$ cat src/rtl/eth_pkg.sv
// Shared constants, state encoding and MAC byte helper for the Ethernet receive dispatcher.
package eth_pkg;

   localparam logic [15:0] ETYPE_IPV4  = 16'h0800;
   localparam logic [15:0] ETYPE_ARP   = 16'h0806;
   localparam logic [47:0] MAC_BCAST   = 48'hFFFF_FFFF_FFFF;
   localparam int          ETH_HDR_LEN = 14;

   typedef enum logic [2:0] {
      IDLE,
      DST,
      SRC,
      TYPE,
      PAYLOAD,
      DROP
   } dispatch_state_t;

   // Byte 0 of a MAC is the most significant octet, i.e. the first one on the wire.
   function automatic logic [7:0] mac_byte(input logic [47:0] mac, input logic [3:0] idx);
      logic [7:0] b;
      b = 8'h00;
      case (idx)
         4'd0:    b = mac[47:40];
         4'd1:    b = mac[39:32];
         4'd2:    b = mac[31:24];
         4'd3:    b = mac[23:16];
         4'd4:    b = mac[15:8];
         4'd5:    b = mac[7:0];
         default: b = 8'h00;
      endcase
      return b;
   endfunction

endpackage

$ cat src/rtl/eth_rx_stats.sv
// Saturating frame statistics counters with synchronous clear; built only when
// ETH_RX_STATS_EN is defined.
`ifdef ETH_RX_STATS_EN
module eth_rx_stats #(
   parameter int pCNT_WIDTH = 16
) (
   input  logic                  Clk,
   input  logic                  Rst_n,
   input  logic                  Cnt_Clr,
   input  logic                  Inc_Accept,
   input  logic                  Inc_Drop,
   input  logic                  Inc_Runt,
   input  logic                  Inc_Trunc,
   output logic [pCNT_WIDTH-1:0] Cnt_Accept,
   output logic [pCNT_WIDTH-1:0] Cnt_Drop,
   output logic [pCNT_WIDTH-1:0] Cnt_Runt,
   output logic [pCNT_WIDTH-1:0] Cnt_Trunc
);

   logic [3:0]            inc;
   logic [pCNT_WIDTH-1:0] cnt_q [4];
   logic [pCNT_WIDTH-1:0] cnt_d [4];

   assign inc = {Inc_Trunc, Inc_Runt, Inc_Drop, Inc_Accept};

   // Clear has priority over any increment arriving in the same cycle.
   always_comb begin
      for (int i = 0; i < 4; i++) begin
         cnt_d[i] = cnt_q[i];
         if (Cnt_Clr) begin
            cnt_d[i] = '0;
         end else if (inc[i] && !(&cnt_q[i])) begin
            cnt_d[i] = cnt_q[i] + 1'b1;
         end
      end
   end

   always_ff @(posedge Clk or negedge Rst_n) begin
      if (!Rst_n) begin
         for (int i = 0; i < 4; i++) begin
            cnt_q[i] <= '0;
         end
      end else begin
         for (int i = 0; i < 4; i++) begin
            cnt_q[i] <= cnt_d[i];
         end
      end
   end

   assign Cnt_Accept = cnt_q[0];
   assign Cnt_Drop   = cnt_q[1];
   assign Cnt_Runt   = cnt_q[2];
   assign Cnt_Trunc  = cnt_q[3];

endmodule
`endif

$ cat src/rtl/eth_rx_dispatch.sv
// Splits the eth_rx byte stream into frames, filters on destination MAC and EtherType,
// and forwards the payload tagged IPv4/ARP. Statistics counters exist under ETH_RX_STATS_EN.
module eth_rx_dispatch
   import eth_pkg::*;
#(
   parameter int pMAX_PAYLOAD = 1500
`ifdef ETH_RX_STATS_EN
   ,
   parameter int pCNT_WIDTH   = 16
`endif
) (
   input  logic                  Clk,
   input  logic                  Rst_n,
   input  logic [7:0]            Rx_Data,
   input  logic                  Rx_Valid,
   input  logic                  Rx_Sop,
   input  logic                  Rx_Eop,
   input  logic [47:0]           Mac_Addr,
   input  logic                  Promisc,
`ifdef ETH_RX_STATS_EN
   input  logic                  Cnt_Clr,
   output logic [pCNT_WIDTH-1:0] Cnt_Accept,
   output logic [pCNT_WIDTH-1:0] Cnt_Drop,
   output logic [pCNT_WIDTH-1:0] Cnt_Runt,
   output logic [pCNT_WIDTH-1:0] Cnt_Trunc,
`endif
   output logic                  Hdr_Vld,
   output logic [47:0]           Hdr_Src_Mac,
   output logic [15:0]           Hdr_Type,
   output logic [7:0]            Pl_Data,
   output logic                  Pl_Valid,
   output logic                  Pl_Sel,
   output logic                  Pl_Last,
   output logic                  Pl_Err,
   output logic                  Pl_Abort
);

   localparam int CW = $clog2(pMAX_PAYLOAD + 1);

   dispatch_state_t state_q;
   logic [3:0]      idx_q;
   logic            ucast_miss_q;
   logic            bcast_miss_q;
   logic [47:0]     src_sh_q;
   logic [7:0]      type_hi_q;
   logic [CW-1:0]   pl_cnt_q;

   logic            hdr_vld_q;
   logic [47:0]     hdr_src_q;
   logic [15:0]     hdr_type_q;
   logic [7:0]      pl_data_q;
   logic            pl_valid_q;
   logic            pl_sel_q;
   logic            pl_last_q;
   logic            pl_err_q;
   logic            pl_abort_q;

   logic [15:0]     type_now;
   logic            hdr_last;
   logic            hdr_accept;

   // The MAC miss flags are final by byte 13, so the decision needs only the last type byte.
   assign type_now   = {type_hi_q, Rx_Data};
   assign hdr_last   = (idx_q == 4'(ETH_HDR_LEN - 1));
   assign hdr_accept = (!ucast_miss_q || !bcast_miss_q || Promisc) &&
                       ((type_now == ETYPE_IPV4) || (type_now == ETYPE_ARP));

   always_ff @(posedge Clk or negedge Rst_n) begin
      if (!Rst_n) begin
         state_q      <= IDLE;
         idx_q        <= '0;
         ucast_miss_q <= 1'b0;
         bcast_miss_q <= 1'b0;
         src_sh_q     <= '0;
         type_hi_q    <= '0;
         pl_cnt_q     <= '0;
         hdr_vld_q    <= 1'b0;
         hdr_src_q    <= '0;
         hdr_type_q   <= '0;
         pl_data_q    <= '0;
         pl_valid_q   <= 1'b0;
         pl_sel_q     <= 1'b0;
         pl_last_q    <= 1'b0;
         pl_err_q     <= 1'b0;
         pl_abort_q   <= 1'b0;
      end else begin
         hdr_vld_q  <= 1'b0;
         pl_valid_q <= 1'b0;
         pl_last_q  <= 1'b0;
         pl_err_q   <= 1'b0;
         pl_abort_q <= 1'b0;
         if (Rx_Valid && Rx_Sop) begin
            // A start-of-frame always abandons whatever was in progress.
            if (state_q == PAYLOAD) begin
               pl_abort_q <= 1'b1;
            end
            if ((state_q == IDLE) && Rx_Eop) begin
               state_q <= IDLE;
            end else begin
               state_q      <= DST;
               idx_q        <= 4'd1;
               ucast_miss_q <= (Rx_Data != mac_byte(Mac_Addr, 4'd0));
               bcast_miss_q <= (Rx_Data != mac_byte(MAC_BCAST, 4'd0));
               pl_cnt_q     <= '0;
            end
         end else if (Rx_Valid) begin
            case (state_q)
               DST: begin
                  ucast_miss_q <= ucast_miss_q | (Rx_Data != mac_byte(Mac_Addr, idx_q));
                  bcast_miss_q <= bcast_miss_q | (Rx_Data != mac_byte(MAC_BCAST, idx_q));
                  idx_q        <= idx_q + 4'd1;
                  if (Rx_Eop) begin
                     state_q <= IDLE;
                  end else if (idx_q == 4'd5) begin
                     state_q <= SRC;
                  end
               end
               SRC: begin
                  src_sh_q <= {src_sh_q[39:0], Rx_Data};
                  idx_q    <= idx_q + 4'd1;
                  if (Rx_Eop) begin
                     state_q <= IDLE;
                  end else if (idx_q == 4'd11) begin
                     state_q <= TYPE;
                  end
               end
               TYPE: begin
                  type_hi_q <= Rx_Data;
                  idx_q     <= idx_q + 4'd1;
                  if (Rx_Eop) begin
                     state_q <= IDLE;
                  end else if (hdr_last) begin
                     if (hdr_accept) begin
                        state_q    <= PAYLOAD;
                        hdr_vld_q  <= 1'b1;
                        hdr_src_q  <= src_sh_q;
                        hdr_type_q <= type_now;
                        pl_sel_q   <= (type_now == ETYPE_ARP);
                     end else begin
                        state_q <= DROP;
                     end
                  end
               end
               PAYLOAD: begin
                  pl_data_q  <= Rx_Data;
                  pl_valid_q <= 1'b1;
                  if (pl_cnt_q != CW'(pMAX_PAYLOAD)) begin
                     pl_cnt_q <= pl_cnt_q + 1'b1;
                  end
                  if (Rx_Eop) begin
                     pl_last_q <= 1'b1;
                     state_q   <= IDLE;
                  end else if (pl_cnt_q == CW'(pMAX_PAYLOAD - 1)) begin
                     pl_last_q <= 1'b1;
                     pl_err_q  <= 1'b1;
                     state_q   <= DROP;
                  end
               end
               DROP: begin
                  if (Rx_Eop) begin
                     state_q <= IDLE;
                  end
               end
               default: begin
                  state_q <= IDLE;
               end
            endcase
         end
      end
   end

   assign Hdr_Vld     = hdr_vld_q;
   assign Hdr_Src_Mac = hdr_src_q;
   assign Hdr_Type    = hdr_type_q;
   assign Pl_Data     = pl_data_q;
   assign Pl_Valid    = pl_valid_q;
   assign Pl_Sel      = pl_sel_q;
   assign Pl_Last     = pl_last_q;
   assign Pl_Err      = pl_err_q;
   assign Pl_Abort    = pl_abort_q;

`ifdef ETH_RX_STATS_EN
   logic runt_ev;
   logic drop_ev;

   // Runts and rejects are visible on the incoming byte; accept/trunc reuse the output pulses.
   always_comb begin
      runt_ev = 1'b0;
      drop_ev = 1'b0;
      if (Rx_Valid) begin
         if (Rx_Sop) begin
            runt_ev = (state_q == IDLE) && Rx_Eop;
            drop_ev = (state_q == PAYLOAD);
         end else if (Rx_Eop && ((state_q == DST) || (state_q == SRC) || (state_q == TYPE))) begin
            runt_ev = 1'b1;
         end else if ((state_q == TYPE) && hdr_last && !hdr_accept) begin
            drop_ev = 1'b1;
         end
      end
   end

   eth_rx_stats #(
      .pCNT_WIDTH (pCNT_WIDTH)
   ) u_stats (
      .Clk        (Clk),
      .Rst_n      (Rst_n),
      .Cnt_Clr    (Cnt_Clr),
      .Inc_Accept (hdr_vld_q),
      .Inc_Drop   (drop_ev),
      .Inc_Runt   (runt_ev),
      .Inc_Trunc  (pl_err_q),
      .Cnt_Accept (Cnt_Accept),
      .Cnt_Drop   (Cnt_Drop),
      .Cnt_Runt   (Cnt_Runt),
      .Cnt_Trunc  (Cnt_Trunc)
   );
`endif

endmodule

$ cat config.mk
export PLATFORM = sky130hd
export DESIGN_NAME = eth_rx_dispatch
export DESIGN_NICKNAME = d
export VERILOG_FILES = /design/src/rtl/eth_pkg.sv /design/src/rtl/eth_rx_stats.sv /design/src/rtl/eth_rx_dispatch.sv
export SDC_FILE = /design/constraint.sdc
export NUM_CORES = 1
export LEC_CHECK = 0
export ABC_CLOCK_PERIOD_IN_PS = 3350
export CELL_PAD_IN_SITES_DETAIL_PLACEMENT = 1
export CELL_PAD_IN_SITES_GLOBAL_PLACEMENT = 1
export CORE_MARGIN = 4
export CORE_UTILIZATION = 30
export CTS_BUF_LIST = sky130_fd_sc_hd__clkbuf_2
export DETAILED_ROUTE_END_ITERATION = 7
export DONT_BUFFER_PORTS = 1
export PLACE_DENSITY_LB_ADDON = 0.1
export RECOVER_POWER = 25
export SYNTH_ARGS = -nofsm -noshare
export SYNTH_HDL_FRONTEND = slang
export SYNTH_SLANG_ARGS = --single-unit
$ cat constraint.sdc
create_clock -name Clk -period 3.35 [get_ports Clk]
set_input_delay 1.005 -clock Clk [delete_from_list [all_inputs] [get_ports Clk]]
set_output_delay 1.005 -clock Clk [all_outputs]
set_load 0.005 [all_outputs]
==> impl_metrics.toml <==
[run_status]
status = "complete, but fails checks"
failed_checks = "negative hold slack"

[routing]
ant_nets = 0
wl_met1_um = 7610
wl_met2_um = 8070
drc = 0
dr.first_iter.drc_count = 268
wl_met3_um = 1260
viasPerCell = 5.03
top_layer_used = "met4"
drt_first_pass_iters = 5
drt-total-wl_um = 17000
wl_per_cell_um = 20.7
via_count = 4134

[cts]
cts_resized = 0
cts_buffers = 17
clock_path_buffers = 2
path_clk_slew_ns = 0.26
cts_sinks = 154
cts_tree = "yes"
post_cts_buffers = 0
clkLatencyLatePin_ns = 0.73
h-tree-depth = 4
cts_root_buf = "clkbuf_2"

[sta]
max_freq_mhz = 395
hold_ws_ns = -0.0927
worst_clock_skew_ns = 0.0357
fin_crit_sh = 0.756
hold_violations = 130
rsz0062_at_grt = "false"
tns_ns = 0
maxSlewViolCount = 0
fin_crit_ns = 2.53
setup_viol = 0
slew_headroom = 0.451
setup_ws_ns = 0.819
worst_slew_pin_slew_ns = 0.818

[place]
dp.cells = 790
place.gp.congestion = 0.754
io_buffer_count = 0
pre_cts_slack_ns = 0.457
dp_hpwl_um = 11800

[floorplanning]
dieArea_mm2 = 0.0256
fp-row-count = 55
core_area_mm2 = 0.0226
ios = 140
die_w_um = 160
start_util = 0.306
die_h_um = 160

[global_routing]
grt_pass1_vias = 4528
grt_pass1_wl_um = 27300
grt_usage = 0.136
overflow = 0
grt_max_degree = 155
antenna_found_initial = 0

[logic_synthesis]
synthTopCellsByArea = "dfrtp_1 56%, mux2_2 13%, mux2_4 6.5%"
syn-cell-area_mm2 = 0.00692
synth_top_cell_by_area = "dfrtp_1"
syn_inst = 533
synth_seq_cells = 154
syn-num-nets = 601
ys_warn_count = 0
synth_cell_types = 49
yosysTopAreaCellShare = 0.557
synth_area_per_cell_um2 = 13.0
synth_seq_area_share = 0.557

[critical_path]
crit_fanout = 17
path_depth = 8
reg2regPathDepth = 8
required_ns = 4.01
crit_end = "ucast_miss_q$_DFFE_PN0P_"
cp.arrival_ns = 3.19
slowest_stage = "ha_1"
critical-path-top-delay-family = "compound AO/OA/AOI/OAI gates"
timing.rr.end = "ucast_miss_q$_DFFE_PN0P_"
crit_chain = "inv_1 > ha_1 > a222oi_1 > a22oi_1 > mux2_2 > a21oi_1 > nand4_1 > o221a_2"
r2r_slack_ns = 0.82
startpoint_type = "flip-flop"
path_buf_inv = 1
slowest_delay_ns = 0.56
crit_start = "idx_q[0]$_DFFE_PN0P_"
critPathCaptureType = "flip-flop"
worstSetupPathType = "flip-flop to flip-flop"
rr_startpoint = "idx_q[0]$_DFFE_PN0P_"

[power]
combinationalPowerShare = 0.223
power.leakage_uw = 0.00345
switchingPower_uw = 1480
power_density_mw_per_mm2 = 582
clock_power_share = 0.231
ir_drop_mv = 0.174
p_int_uw = 2810
seqPwrFrac = 0.546
power_uw = 4290
netSwitchingFraction = 0.344

[cells_and_area]
fin_cells = 822
num_antenna_cells = 0
nFillCells = 2437
layout.nets = 592
drive_gt1_frac = 0.300
syn_to_final_growth_pct = 6.44

[flow_run]
drv_cap = 0

[worst_hold_path]
hp-class = "primary input to asynchronous set/reset pin"
-- cells in the mapped netlist, drive strengths merged --
| cell | n |
|---|---|
| dfrtp | 154 |
| mux2 | 117 |
| nand2 | 30 |
| a21oi | 26 |
| nor2 | 21 |
| buf | 19 |
| nor2b | 18 |
| clkbuf | 17 |
| inv | 13 |
| a22oi | 11 |
| xnor2 | 11 |
| o21ai | 10 |
| nand3 | 9 |
| nand4 | 9 |
| xor2 | 8 |
| a222oi | 7 |
| ha | 6 |
| nor3 | 6 |
| nor4 | 5 |
| and3 | 4 |
| a221oi | 3 |
| a31oi | 3 |
| nor3b | 3 |
| a2111oi | 2 |
| a211oi | 2 |
| a41o | 2 |
| and2 | 2 |
| o221a | 2 |
| o31ai | 2 |
| or2 | 2 |
| or3 | 2 |
| a21o | 1 |
| mux2i | 1 |
| nor4b | 1 |
| nor4bb | 1 |
| o211ai | 1 |
| o21bai | 1 |
| o31a | 1 |
-- registers in the layout, summed over array words and instances, names as in the netlist, 3 cells and up --
name / flops
src_sh_q: 48
state_q: 3
idx_q: 4
pl_cnt_q: 11
Hdr_Type: 16
Hdr_Src_Mac: 48
type_hi_q: 8
Pl_Data: 8
-- worst reg2reg max path, delay by kind of cell (launching register included) --
| family | cells | cell delay [ns] |
|---|---|---|
| adders and majority gates | 1 | 0.56 |
| and+or+nand+nor | 1 | 0.11 |
| AOI/OAI and AO/OA | 4 | 0.80 |
| DFF | 1 | 0.51 |
| buffers and inverters | 1 | 0.11 |
| muxes | 1 | 0.36 |
-- placed cells by master (no fill, tap or decap), types with 4 or more instances in the layout --
| cell type | n |
|---|---|
| inv_8 | 5 |
| inv_1 | 13 |
| dfrtp_1 | 154 |
| mux2_4 | 30 |
| o21ai_0 | 9 |
| nor2_1 | 19 |
| a222oi_1 | 7 |
| mux2_2 | 82 |
| xor2_1 | 8 |
| nand4_1 | 9 |
| xnor2_1 | 11 |
| clkbuf_2 | 17 |
| ha_1 | 6 |
| nand2_1 | 30 |
| nor4_1 | 4 |
| nand3_1 | 9 |
| a21oi_1 | 26 |
| nor3_1 | 6 |
| buf_4 | 5 |
| clkinv_4 | 5 |
| mux2_1 | 5 |
| a22oi_1 | 11 |
| nor2b_1 | 18 |
-- logic make-up after synthesis --
group	after synthesis	synth area share
compound gates	74	0.0736
simple gates	113	0.0857
buf+inv	49	0.0410
xor+xnor	19	0.0240
flops	154	0.557
mux	118	0.208
fa+ha+maj	6	0.0108
-- worst min-delay path by stage --
stage                                  endpoint  slack [ns]  cells past startpoint
global route           Hdr_Type[13]$_DFFE_PN0P_       -0.26                      0
CTS                     pl_cnt_q[6]$_DFFE_PN0P_       -0.20                      0
floorplan              Hdr_Type[11]$_DFFE_PN0P_        0.46                      1
detailed placement  Hdr_Src_Mac[47]$_DFFE_PN0P_        0.49                      1
global placement    Hdr_Src_Mac[41]$_DFFE_PN0P_        0.49                      1
finish                 Hdr_Type[13]$_DFFE_PN0P_       -0.09                      0
-- area by class of cell --
class                   instances  area (um2)  share of cell area
flip-flops and latches        154        3850               0.523
multi-input cells             330        2790               0.379
inverters                      13        48.8             0.00662
well taps                     285         357              0.0484
repair buffers                  8        97.6              0.0132
clock buffers                  17        85.1              0.0115
clock inverters                15         134              0.0182
-- power by group through the flow --
stage | clock (uW) | sequential [uW] | combinational, uW
after floorplan | 0 | 2270 | 803
after global placement | 0 | 2370 | 945
after detailed placement | 0 | 2380 | 968
after CTS | 1050 | 2350 | 970
after global routing | 1150 | 2380 | 1080
final | 989 | 2340 | 958
-- routing by layer --
layer / track usage / vias up
met1: 0.180 / 2154
met4: 0.0313 / 0
li1: - / 1884
met5: 0 / -
met3: 0.0594 / 6
met2: 0.208 / 90
-- stage by stage --
stage / cell area [um2] / utilization
after global routing: 7370 / 0.325
after detailed placement: 7150 / 0.316
after CTS: 7370 / 0.325
after global placement: 7150 / 0.316
after floorplan: 6920 / -
final: 7370 / 0.325
(Power assumes the default switching activity.)
